## src/rtl/tcam_lookup_sequencer_if.sv

```systemverilog
// Request/response bundle between a lookup client and tcam_lookup_sequencer.
// Carries lookup, table-write, flush and response channels.
interface tcam_lookup_sequencer_if #(
    parameter int ID_Width    = 4,
    parameter int AddressSize = 4
);
    logic                     lk_valid;
    logic                     lk_ready;
    logic [ID_Width-1:0]      lk_id;

    logic                     wr_valid;
    logic                     wr_ready;
    logic [AddressSize-1:0]   wr_addr;
    logic [ID_Width-1:0]      wr_key;
    logic [ID_Width-1:0]      wr_dst;
    logic [2*ID_Width-1:0]    wr_mask;

    logic                     flush_req;

    logic                     rsp_valid;
    logic                     rsp_ready;
    logic [ID_Width-1:0]      rsp_dst;
    logic                     rsp_miss;

    modport master (
        output lk_valid, lk_id,
        output wr_valid, wr_addr, wr_key, wr_dst, wr_mask,
        output flush_req, rsp_ready,
        input  lk_ready, wr_ready, rsp_valid, rsp_dst, rsp_miss
    );

    modport slave (
        input  lk_valid, lk_id,
        input  wr_valid, wr_addr, wr_key, wr_dst, wr_mask,
        input  flush_req, rsp_ready,
        output lk_ready, wr_ready, rsp_valid, rsp_dst, rsp_miss
    );
endinterface

```

## src/rtl/tcam_lookup_sequencer.sv

```systemverilog
// Lookup queue + arbiter stepping a TCAM wrapper through COMPARE/CMP_RD.
// Optional TCAM_SEQ_STATS_EN adds saturating hit_cnt/miss_cnt outputs.
module tcam_lookup_sequencer #(
    parameter int ID_Width    = 4,
    parameter int AddressSize = 4,
    parameter int FIFO_Depth  = 4,
    parameter int RESULT_LAT  = 3
) (
    input  logic                   clk,
    input  logic                   rst_n,
    tcam_lookup_sequencer_if.slave cmd,
    output logic [2:0]             Mode_Out,
    output logic [ID_Width-1:0]    PacketID_Out,
    output logic                   Vbe_Out,
    output logic                   Dcs_Out,
    output logic                   Vbi_Out,
    output logic [2*ID_Width-1:0]  Data_Out,
    output logic [2*ID_Width-1:0]  Mskb_Out,
    output logic [AddressSize-1:0] A_Out,
    input  logic [ID_Width-1:0]    DstID_In,
`ifdef TCAM_SEQ_STATS_EN
    output logic [15:0]            hit_cnt,
    output logic [15:0]            miss_cnt,
`endif
    output logic                   busy
);

    localparam int PW = $clog2(FIFO_Depth);
    localparam int LW = $clog2(RESULT_LAT + 1);
    localparam logic [PW:0]   OCC_FULL = (PW + 1)'(FIFO_Depth);
    localparam logic [LW-1:0] LAT_END  = LW'(RESULT_LAT);

    localparam logic [2:0] MODE_I = 3'b000;
    localparam logic [2:0] MODE_W = 3'b001;
    localparam logic [2:0] MODE_F = 3'b011;
    localparam logic [2:0] MODE_C = 3'b100;

    typedef enum logic [2:0] {
        S_RST, S_IDLE, S_CMP, S_CRD,
        S_WAIT, S_RESP, S_WR, S_FLU
    } state_t;

    state_t state_q, state_d;

    logic [ID_Width-1:0] fifo_q [FIFO_Depth];
    logic [PW-1:0]       wr_ptr_q, rd_ptr_q;
    logic [PW:0]         occ_q;
    logic                full, empty, push, pop;
    logic [ID_Width-1:0] head;

    logic                flush_pend_q;
    logic                flush_any;
    logic [ID_Width-1:0] inflight_q;
    logic [LW-1:0]       lat_q;
    logic                lat_done;

    logic                rsp_valid_q;
    logic [ID_Width-1:0] rsp_dst_q;
    logic                rsp_miss_q;
    logic                rsp_fire;

    logic [2:0]             mode_d;
    logic [ID_Width-1:0]    pid_d;
    logic                   en_d;
    logic [2*ID_Width-1:0]  data_d;
    logic [2*ID_Width-1:0]  mskb_d;
    logic [AddressSize-1:0] addr_d;
    logic                   wr_rdy_d;
    logic                   wr_rdy_q;

    assign full  = (occ_q == OCC_FULL);
    assign empty = (occ_q == '0);
    assign head  = fifo_q[rd_ptr_q];

    assign cmd.lk_ready = rst_n && !full && (state_q != S_RST);
    assign push = cmd.lk_valid && cmd.lk_ready;
    assign pop  = (state_d == S_CMP);

    assign flush_any = flush_pend_q || cmd.flush_req;
    assign lat_done  = (state_q == S_WAIT) && (lat_q == LAT_END);
    assign rsp_fire  = rsp_valid_q && cmd.rsp_ready;

    assign cmd.wr_ready  = wr_rdy_q;
    assign cmd.rsp_valid = rsp_valid_q;
    assign cmd.rsp_dst   = rsp_dst_q;
    assign cmd.rsp_miss  = rsp_miss_q;
    assign busy          = (state_q != S_IDLE);

    always_ff @(posedge clk) begin
        if (!rst_n) state_q <= S_RST;
        else        state_q <= state_d;
    end

    // Next state, plus the wrapper drive for that state so outputs register cleanly.
    always_comb begin
        state_d = state_q;
        unique case (state_q)
            S_RST:  state_d = S_IDLE;
            S_IDLE: begin
                if (flush_any)                   state_d = S_FLU;
                else if (cmd.wr_valid)           state_d = S_WR;
                else if (!empty && !rsp_valid_q) state_d = S_CMP;
            end
            S_CMP:  state_d = S_CRD;
            S_CRD:  state_d = S_WAIT;
            S_WAIT: if (lat_done) state_d = S_RESP;
            S_RESP: state_d = S_IDLE;
            S_WR:   state_d = S_IDLE;
            S_FLU:  state_d = S_IDLE;
            default: state_d = S_RST;
        endcase
        if (!rst_n) state_d = S_RST;

        mode_d   = MODE_I;
        pid_d    = '0;
        en_d     = 1'b0;
        data_d   = '0;
        mskb_d   = '0;
        addr_d   = '0;
        wr_rdy_d = 1'b0;
        unique case (1'b1)
            (state_d == S_WR): begin
                mode_d   = MODE_W;
                en_d     = 1'b1;
                addr_d   = cmd.wr_addr;
                data_d   = {cmd.wr_key, cmd.wr_dst};
                mskb_d   = cmd.wr_mask;
                wr_rdy_d = 1'b1;
            end
            (state_d == S_FLU): mode_d = MODE_F;
            (state_d == S_CMP): begin
                mode_d = MODE_C;
                pid_d  = head;
            end
            (state_d == S_CRD): pid_d = inflight_q;
            default: ;
        endcase
    end

    always_ff @(posedge clk) begin
        if (!rst_n) begin
            Mode_Out     <= MODE_I;
            PacketID_Out <= '0;
            Vbe_Out      <= 1'b0;
            Dcs_Out      <= 1'b0;
            Vbi_Out      <= 1'b0;
            Data_Out     <= '0;
            Mskb_Out     <= '0;
            A_Out        <= '0;
            wr_rdy_q     <= 1'b0;
        end else begin
            Mode_Out     <= mode_d;
            PacketID_Out <= pid_d;
            Vbe_Out      <= en_d;
            Dcs_Out      <= en_d;
            Vbi_Out      <= en_d;
            Data_Out     <= data_d;
            Mskb_Out     <= mskb_d;
            A_Out        <= addr_d;
            wr_rdy_q     <= wr_rdy_d;
        end
    end

    always_ff @(posedge clk) begin
        if (push) fifo_q[wr_ptr_q] <= cmd.lk_id;
    end

    always_ff @(posedge clk) begin
        if (!rst_n) begin
            wr_ptr_q   <= '0;
            rd_ptr_q   <= '0;
            occ_q      <= '0;
            inflight_q <= '0;
        end else begin
            if (push) wr_ptr_q <= wr_ptr_q + 1'b1;
            if (pop) begin
                rd_ptr_q   <= rd_ptr_q + 1'b1;
                inflight_q <= head;
            end
            unique case ({push, pop})
                2'b10:   occ_q <= occ_q + 1'b1;
                2'b01:   occ_q <= occ_q - 1'b1;
                default: ;
            endcase
        end
    end

    // A pulse landing in the same cycle as the flush entry is covered by that flush.
    always_ff @(posedge clk) begin
        if (!rst_n)                 flush_pend_q <= 1'b0;
        else if (state_d == S_FLU)  flush_pend_q <= 1'b0;
        else if (cmd.flush_req)     flush_pend_q <= 1'b1;
    end

    // lat_q equals the number of cycles elapsed since the S_CMP cycle.
    always_ff @(posedge clk) begin
        if (!rst_n)                lat_q <= '0;
        else if (state_d == S_CMP) lat_q <= '0;
        else if (state_q == S_CMP || state_q == S_CRD || state_q == S_WAIT)
            lat_q <= lat_q + 1'b1;
    end

    always_ff @(posedge clk) begin
        if (!rst_n) begin
            rsp_valid_q <= 1'b0;
            rsp_dst_q   <= '0;
            rsp_miss_q  <= 1'b0;
        end else if (lat_done) begin
            rsp_valid_q <= 1'b1;
            rsp_dst_q   <= DstID_In;
            rsp_miss_q  <= (DstID_In == '0);
        end else if (rsp_fire) begin
            rsp_valid_q <= 1'b0;
        end
    end

`ifdef TCAM_SEQ_STATS_EN
    always_ff @(posedge clk) begin
        if (!rst_n) begin
            hit_cnt  <= '0;
            miss_cnt <= '0;
        end else if (rsp_fire) begin
            if (rsp_miss_q) begin
                if (miss_cnt != 16'hFFFF) miss_cnt <= miss_cnt + 16'd1;
            end else begin
                if (hit_cnt != 16'hFFFF) hit_cnt <= hit_cnt + 16'd1;
            end
        end
    end
`endif

endmodule

```

## src/flat_wrapper.sv

```systemverilog
// flat-port wrapper written by rule: the top's interface ports become plain ports
module tcam_lookup_sequencer_flat 
#(
    parameter int ID_Width    = 4,
    parameter int AddressSize = 4,
    parameter int FIFO_Depth  = 4,
    parameter int RESULT_LAT  = 3
)
  (clk, rst_n, Mode_Out, PacketID_Out, Vbe_Out, Dcs_Out, Vbi_Out, Data_Out, Mskb_Out, A_Out, DstID_In, busy, cmd_lk_valid, cmd_lk_id, cmd_wr_valid, cmd_wr_addr, cmd_wr_key, cmd_wr_dst, cmd_wr_mask, cmd_flush_req, cmd_rsp_ready, cmd_lk_ready, cmd_wr_ready, cmd_rsp_valid, cmd_rsp_dst, cmd_rsp_miss);
  tcam_lookup_sequencer_if #(.ID_Width(ID_Width), .AddressSize(AddressSize)) cmd_i ();
  input  logic clk;
  input  logic rst_n;
  output logic [2:0] Mode_Out;
  output logic [ID_Width-1:0] PacketID_Out;
  output logic Vbe_Out;
  output logic Dcs_Out;
  output logic Vbi_Out;
  output logic [2*ID_Width-1:0] Data_Out;
  output logic [2*ID_Width-1:0] Mskb_Out;
  output logic [AddressSize-1:0] A_Out;
  input  logic [ID_Width-1:0] DstID_In;
  output logic busy;
  input wire logic [$bits(cmd_i.lk_valid)-1:0] cmd_lk_valid;
  input wire logic [$bits(cmd_i.lk_id)-1:0] cmd_lk_id;
  input wire logic [$bits(cmd_i.wr_valid)-1:0] cmd_wr_valid;
  input wire logic [$bits(cmd_i.wr_addr)-1:0] cmd_wr_addr;
  input wire logic [$bits(cmd_i.wr_key)-1:0] cmd_wr_key;
  input wire logic [$bits(cmd_i.wr_dst)-1:0] cmd_wr_dst;
  input wire logic [$bits(cmd_i.wr_mask)-1:0] cmd_wr_mask;
  input wire logic [$bits(cmd_i.flush_req)-1:0] cmd_flush_req;
  input wire logic [$bits(cmd_i.rsp_ready)-1:0] cmd_rsp_ready;
  output wire logic [$bits(cmd_i.lk_ready)-1:0] cmd_lk_ready;
  output wire logic [$bits(cmd_i.wr_ready)-1:0] cmd_wr_ready;
  output wire logic [$bits(cmd_i.rsp_valid)-1:0] cmd_rsp_valid;
  output wire logic [$bits(cmd_i.rsp_dst)-1:0] cmd_rsp_dst;
  output wire logic [$bits(cmd_i.rsp_miss)-1:0] cmd_rsp_miss;
  assign cmd_i.lk_valid = cmd_lk_valid;
  assign cmd_i.lk_id = cmd_lk_id;
  assign cmd_i.wr_valid = cmd_wr_valid;
  assign cmd_i.wr_addr = cmd_wr_addr;
  assign cmd_i.wr_key = cmd_wr_key;
  assign cmd_i.wr_dst = cmd_wr_dst;
  assign cmd_i.wr_mask = cmd_wr_mask;
  assign cmd_i.flush_req = cmd_flush_req;
  assign cmd_i.rsp_ready = cmd_rsp_ready;
  assign cmd_lk_ready = cmd_i.lk_ready;
  assign cmd_wr_ready = cmd_i.wr_ready;
  assign cmd_rsp_valid = cmd_i.rsp_valid;
  assign cmd_rsp_dst = cmd_i.rsp_dst;
  assign cmd_rsp_miss = cmd_i.rsp_miss;
  tcam_lookup_sequencer #(.ID_Width(ID_Width), .AddressSize(AddressSize), .FIFO_Depth(FIFO_Depth), .RESULT_LAT(RESULT_LAT)) u_core (.clk(clk), .rst_n(rst_n), .cmd(cmd_i), .Mode_Out(Mode_Out), .PacketID_Out(PacketID_Out), .Vbe_Out(Vbe_Out), .Dcs_Out(Dcs_Out), .Vbi_Out(Vbi_Out), .Data_Out(Data_Out), .Mskb_Out(Mskb_Out), .A_Out(A_Out), .DstID_In(DstID_In), .busy(busy));
endmodule
```

## config.mk

```make
export PLATFORM = sky130hd
export DESIGN_NAME = tcam_lookup_sequencer_flat
export DESIGN_NICKNAME = d
export VERILOG_FILES = /design/src/rtl/tcam_lookup_sequencer_if.sv /design/src/rtl/tcam_lookup_sequencer.sv /design/src/flat_wrapper.sv
export SDC_FILE = /design/constraint.sdc
export NUM_CORES = 1
export LEC_CHECK = 0
export CELL_PAD_IN_SITES_DETAIL_PLACEMENT = 1
export CELL_PAD_IN_SITES_GLOBAL_PLACEMENT = 1
export CORE_MARGIN = 3
export CORE_UTILIZATION = 35
export DETAILED_ROUTE_END_ITERATION = 6
export PLACE_DENSITY_LB_ADDON = 0.1
export SYNTH_ARGS = -nofsm -noshare
export SYNTH_HDL_FRONTEND = slang
export SYNTH_SLANG_ARGS = --single-unit
```

## constraint.sdc

```tcl
create_clock -name clk -period 3.43 [get_ports clk]
set_clock_uncertainty 0.15 [all_clocks]
set_input_delay 0.686 -clock clk [delete_from_list [all_inputs] [get_ports clk]]
set_output_delay 0.686 -clock clk [all_outputs]
set_load 0.01 [all_outputs]
```

==> qor.txt <==
outcome: complete, no violations
HP Class: reg -> reg
Worst Path Max Fanout: 4
clock sink total: 69
vias in the first global route: 2012
Crit-path slowest cell: fa_1
Vias/cell: 4.48
largest net degree at the start of global routing: 22
total wire length: 5750 um
area of the multi-input gates: 1050 um2
Gate power share: 13.7%
Ports: 73
die span in y: 93.9 um
Post-Synth XOR/XNOR Area: 1.30%
sequential area share after synthesis: 57.0%
Synth top area share: 39.3%
CORE AREA: 7370 um2
Netlist cell types: 42
Post-Syn Instances: 226
placed cells: 393
gpl congestion: 0.765
drt drc: 0
Synth area leader: dfxtp_1
clock share of power: 40.1%
Area Overhead vs Synth: 39.5%
sequential power share: 46.2%
post-CTS resize count: 0
Post-DP Area: 3530 um2
postcts setup bufs: 0
clk_lat worst skew: 0.33 ns
pre-CTS setup slack: 0.108 ns
nets: 346
hold buffer count at CTS: 0
ranking of synthesized cells by area: dfxtp_1 39%, edfxtp_1 18%, and2_1 6.5%
adder-cell share of the synthesized area: 3.52%
Synth Area in Simple Gates: 18.2%
Post-Syn Area: 2700 um2
Max stage delay on crit path: 0.44 ns
DR vias: 1834
starting density of the core: 36.7%
worst-margin pin slew: 0.631 ns
port bufs: 72
WS Path Type: in -> reg
CP Buf/Inv Count: 1
CTS tree: yes
Overall Global Routing Usage: 14.1%
Clock Pin Slew Worst Setup and Hold Paths: 0.07 ns
final setup fails: 0
post-route setup slack: 0.467 ns
Cell Count, Final, Fillers Out: 409
CP required: 3.54 ns
Avg Synthesized Cell Area: 12.0 um2
RSZ-0062 raised after global routing: no
Int Pwr: 1.51 mW
grt total ovfl: 0
Max Fclk: 337 MHz
Critical Path Start Type: primary input
Lkg Pwr: 1.38 nW
endpoints failing hold: 0
share of cells above drive strength 1: 11.3%
# diodes: 0
headroom to the max-slew limit: 57.5%
post-synthesis register bit count: 69
Psw: 454 uW
Compound-Gate Fraction of Synth Area: 6.25%
Clock Tree Buf Depth: 2
initial antenna violation count: 0
largest family of logic cells by synthesized area: simple AND/OR/NAND/NOR gates
die area: 8810 um2
CP arrival: 3.07 ns
Avg WL per Cell: 14.1 um
period utilization: 86.4%
fillcell total: 776
first-pass GRT wire length: 9540 um
Critical Path End Type: flip-flop
dpl hpwl: 4290 um
switching share of power: 23.1%
1st-iter DRT viols: 36
Setup TNS: 0 ns
die width: 93.9 um
peak supply drop: 0.000224 V
register area: 1540 um2
Synth warnings: 0
final instance area: 3770 um2
Synthesized Nets: 267
mux cell area share after synthesis: 9.44%
clk root buf: clkbuf_8
row cnt: 31
delay-heaviest family, CP: simple AND/OR/NAND/NOR gates
H-tree Lvls: 3
Inserted Clock Buffers: 9
Tmin final: 2.96 ns
fin. max-slew vios: 0
Cell Pwr Density: 520 nW/um2
post-route ant nets: 0
maxcap violations: 0
CP Cell Sequence: clkdlybuf4s50_1 > or2_2 > a2111oi_4 > nor4_2 > ha_1 > fa_1 > xnor2_1 > or3_1 > a21boi_0
Initial DRT Pass Iterations: 4
-- per-stage QoR --
stage               total power [mW]  util, %  hold WS [ns]
finish                          1.96     51.2         0.309
global placement                1.19     47.9         0.295
CTS                             1.99     51.2         0.316
floorplan                       1.07        -         0.282
detailed placement              1.20     47.9         0.303
global route                    2.06     51.2         0.333
-- logic make-up after synthesis --
| family | count (synthesis) |
|---|---|
| simple gates | 82 |
| flops | 69 |
| compound gates | 22 |
| buf+inv | 22 |
| mux | 20 |
| fa+ha+maj | 7 |
| xor+xnor | 4 |
-- Yosys cell counts --
| library cell | number |
|---|---|
| a2111oi_4 | 1 |
| a211oi_1 | 1 |
| a21boi_0 | 1 |
| a21oi_1 | 6 |
| a22o_1 | 1 |
| and2_1 | 28 |
| and3_1 | 2 |
| buf_2 | 3 |
| buf_4 | 3 |
| buf_6 | 2 |
| clkbuf_1 | 3 |
| clkbuf_2 | 1 |
| dfxtp_1 | 53 |
| edfxtp_1 | 16 |
| fa_1 | 1 |
| ha_1 | 6 |
| inv_1 | 10 |
| mux2_4 | 1 |
| mux2i_1 | 15 |
| mux4_2 | 4 |
| nand2_1 | 11 |
| nand2b_1 | 4 |
| nor2_1 | 8 |
| nor2b_1 | 11 |
| nor3_1 | 1 |
| nor3b_1 | 3 |
| nor3b_2 | 1 |
| nor4_1 | 5 |
| nor4_2 | 1 |
| nor4b_1 | 2 |
| o211a_4 | 1 |
| o211ai_1 | 1 |
| o21a_1 | 1 |
| o21ai_0 | 6 |
| o21ba_2 | 1 |
| o21bai_1 | 1 |
| o31ai_1 | 1 |
| or2_2 | 1 |
| or3_1 | 3 |
| or4b_4 | 1 |
| xnor2_1 | 3 |
| xor2_1 | 1 |
-- worst min-delay path: stages (launching register included) --
cell and delay (ns):
dfxtp_1 0.31, nand2_1 0.05, a21oi_1 0.05
-- placed cells by master, fill, tap and decap left out, drive strengths merged, types with 2 or more instances in the layout --
cell type,n
dfxtp,53
mux2i,15
o21ai,6
xnor2,3
buf,8
clkinv,2
inv,10
nor2b,11
and3,2
edfxtp,16
clkbuf,10
and2,28
nand2b,4
bufinv,3
clkdlybuf4s50,72
nor2,8
ha,6
nand2,11
mux4,4
a21oi,6
nor4b,2
or3,3
nor3b,4
nor4,6
-- final timing paths --
path,cells after the start,start,end,slack [ns]
hold reg to reg,2,u_core.inflight_q[0],u_core.PacketID_Out[0],0.31
setup / recovery,9,cmd_flush_req,u_core.occ_q[2],0.47
hold / removal,2,u_core.inflight_q[0],u_core.PacketID_Out[0],0.31
setup reg to reg,9,u_core.state_q[0],u_core.occ_q[2],0.52
-- sequential cells by signal (all words and copies together), names as in the netlist, named ones only --
name / cells
u_core.fifo_q: 16
u_core.Data_Out: 8
u_core.Mskb_Out: 8
u_core.A_Out: 4
u_core.PacketID_Out: 4
u_core.cmd.rsp_dst: 4
u_core.inflight_q: 4
u_core.Mode_Out: 3
u_core.occ_q: 3
u_core.state_q: 3
u_core.lat_q: 2
u_core.rd_ptr_q: 2
u_core.wr_ptr_q: 2
u_core.Vbe_Out: 1
u_core.cmd.rsp_miss: 1
u_core.cmd.rsp_valid: 1
u_core.flush_pend_q: 1
-- metal layers --
metal | GRT usage, % | up-vias | wire, um
li1 | - | 927 | -
met2 | 23.4 | 45 | 2790
met3 | 4.73 | 8 | 374
met4 | 6.86 | 0 | 95
met5 | 0 | - | 0
met1 | 16.3 | 854 | 2490
-- power by group through the flow --
stage,Combinational [mW],Sequential (mW),Clock [mW]
CTS,0.275,0.907,0.810
finish,0.268,0.906,0.787
floorplan,0.155,0.920,0
global placement,0.269,0.924,0
detailed placement,0.272,0.925,0
global route,0.301,0.912,0.844
-- final cells by class --
type | instances | share of cell area, %
Timing Repair Buffer | 80 | 20.7
Sequential cell | 69 | 40.9
Inverter | 10 | 0.996
Multi-Input combinational cell | 135 | 27.8
Clock buffer | 10 | 3.39
Tap cell | 99 | 3.29
Clock inverter | 6 | 2.95
(Power assumes the default switching activity.)
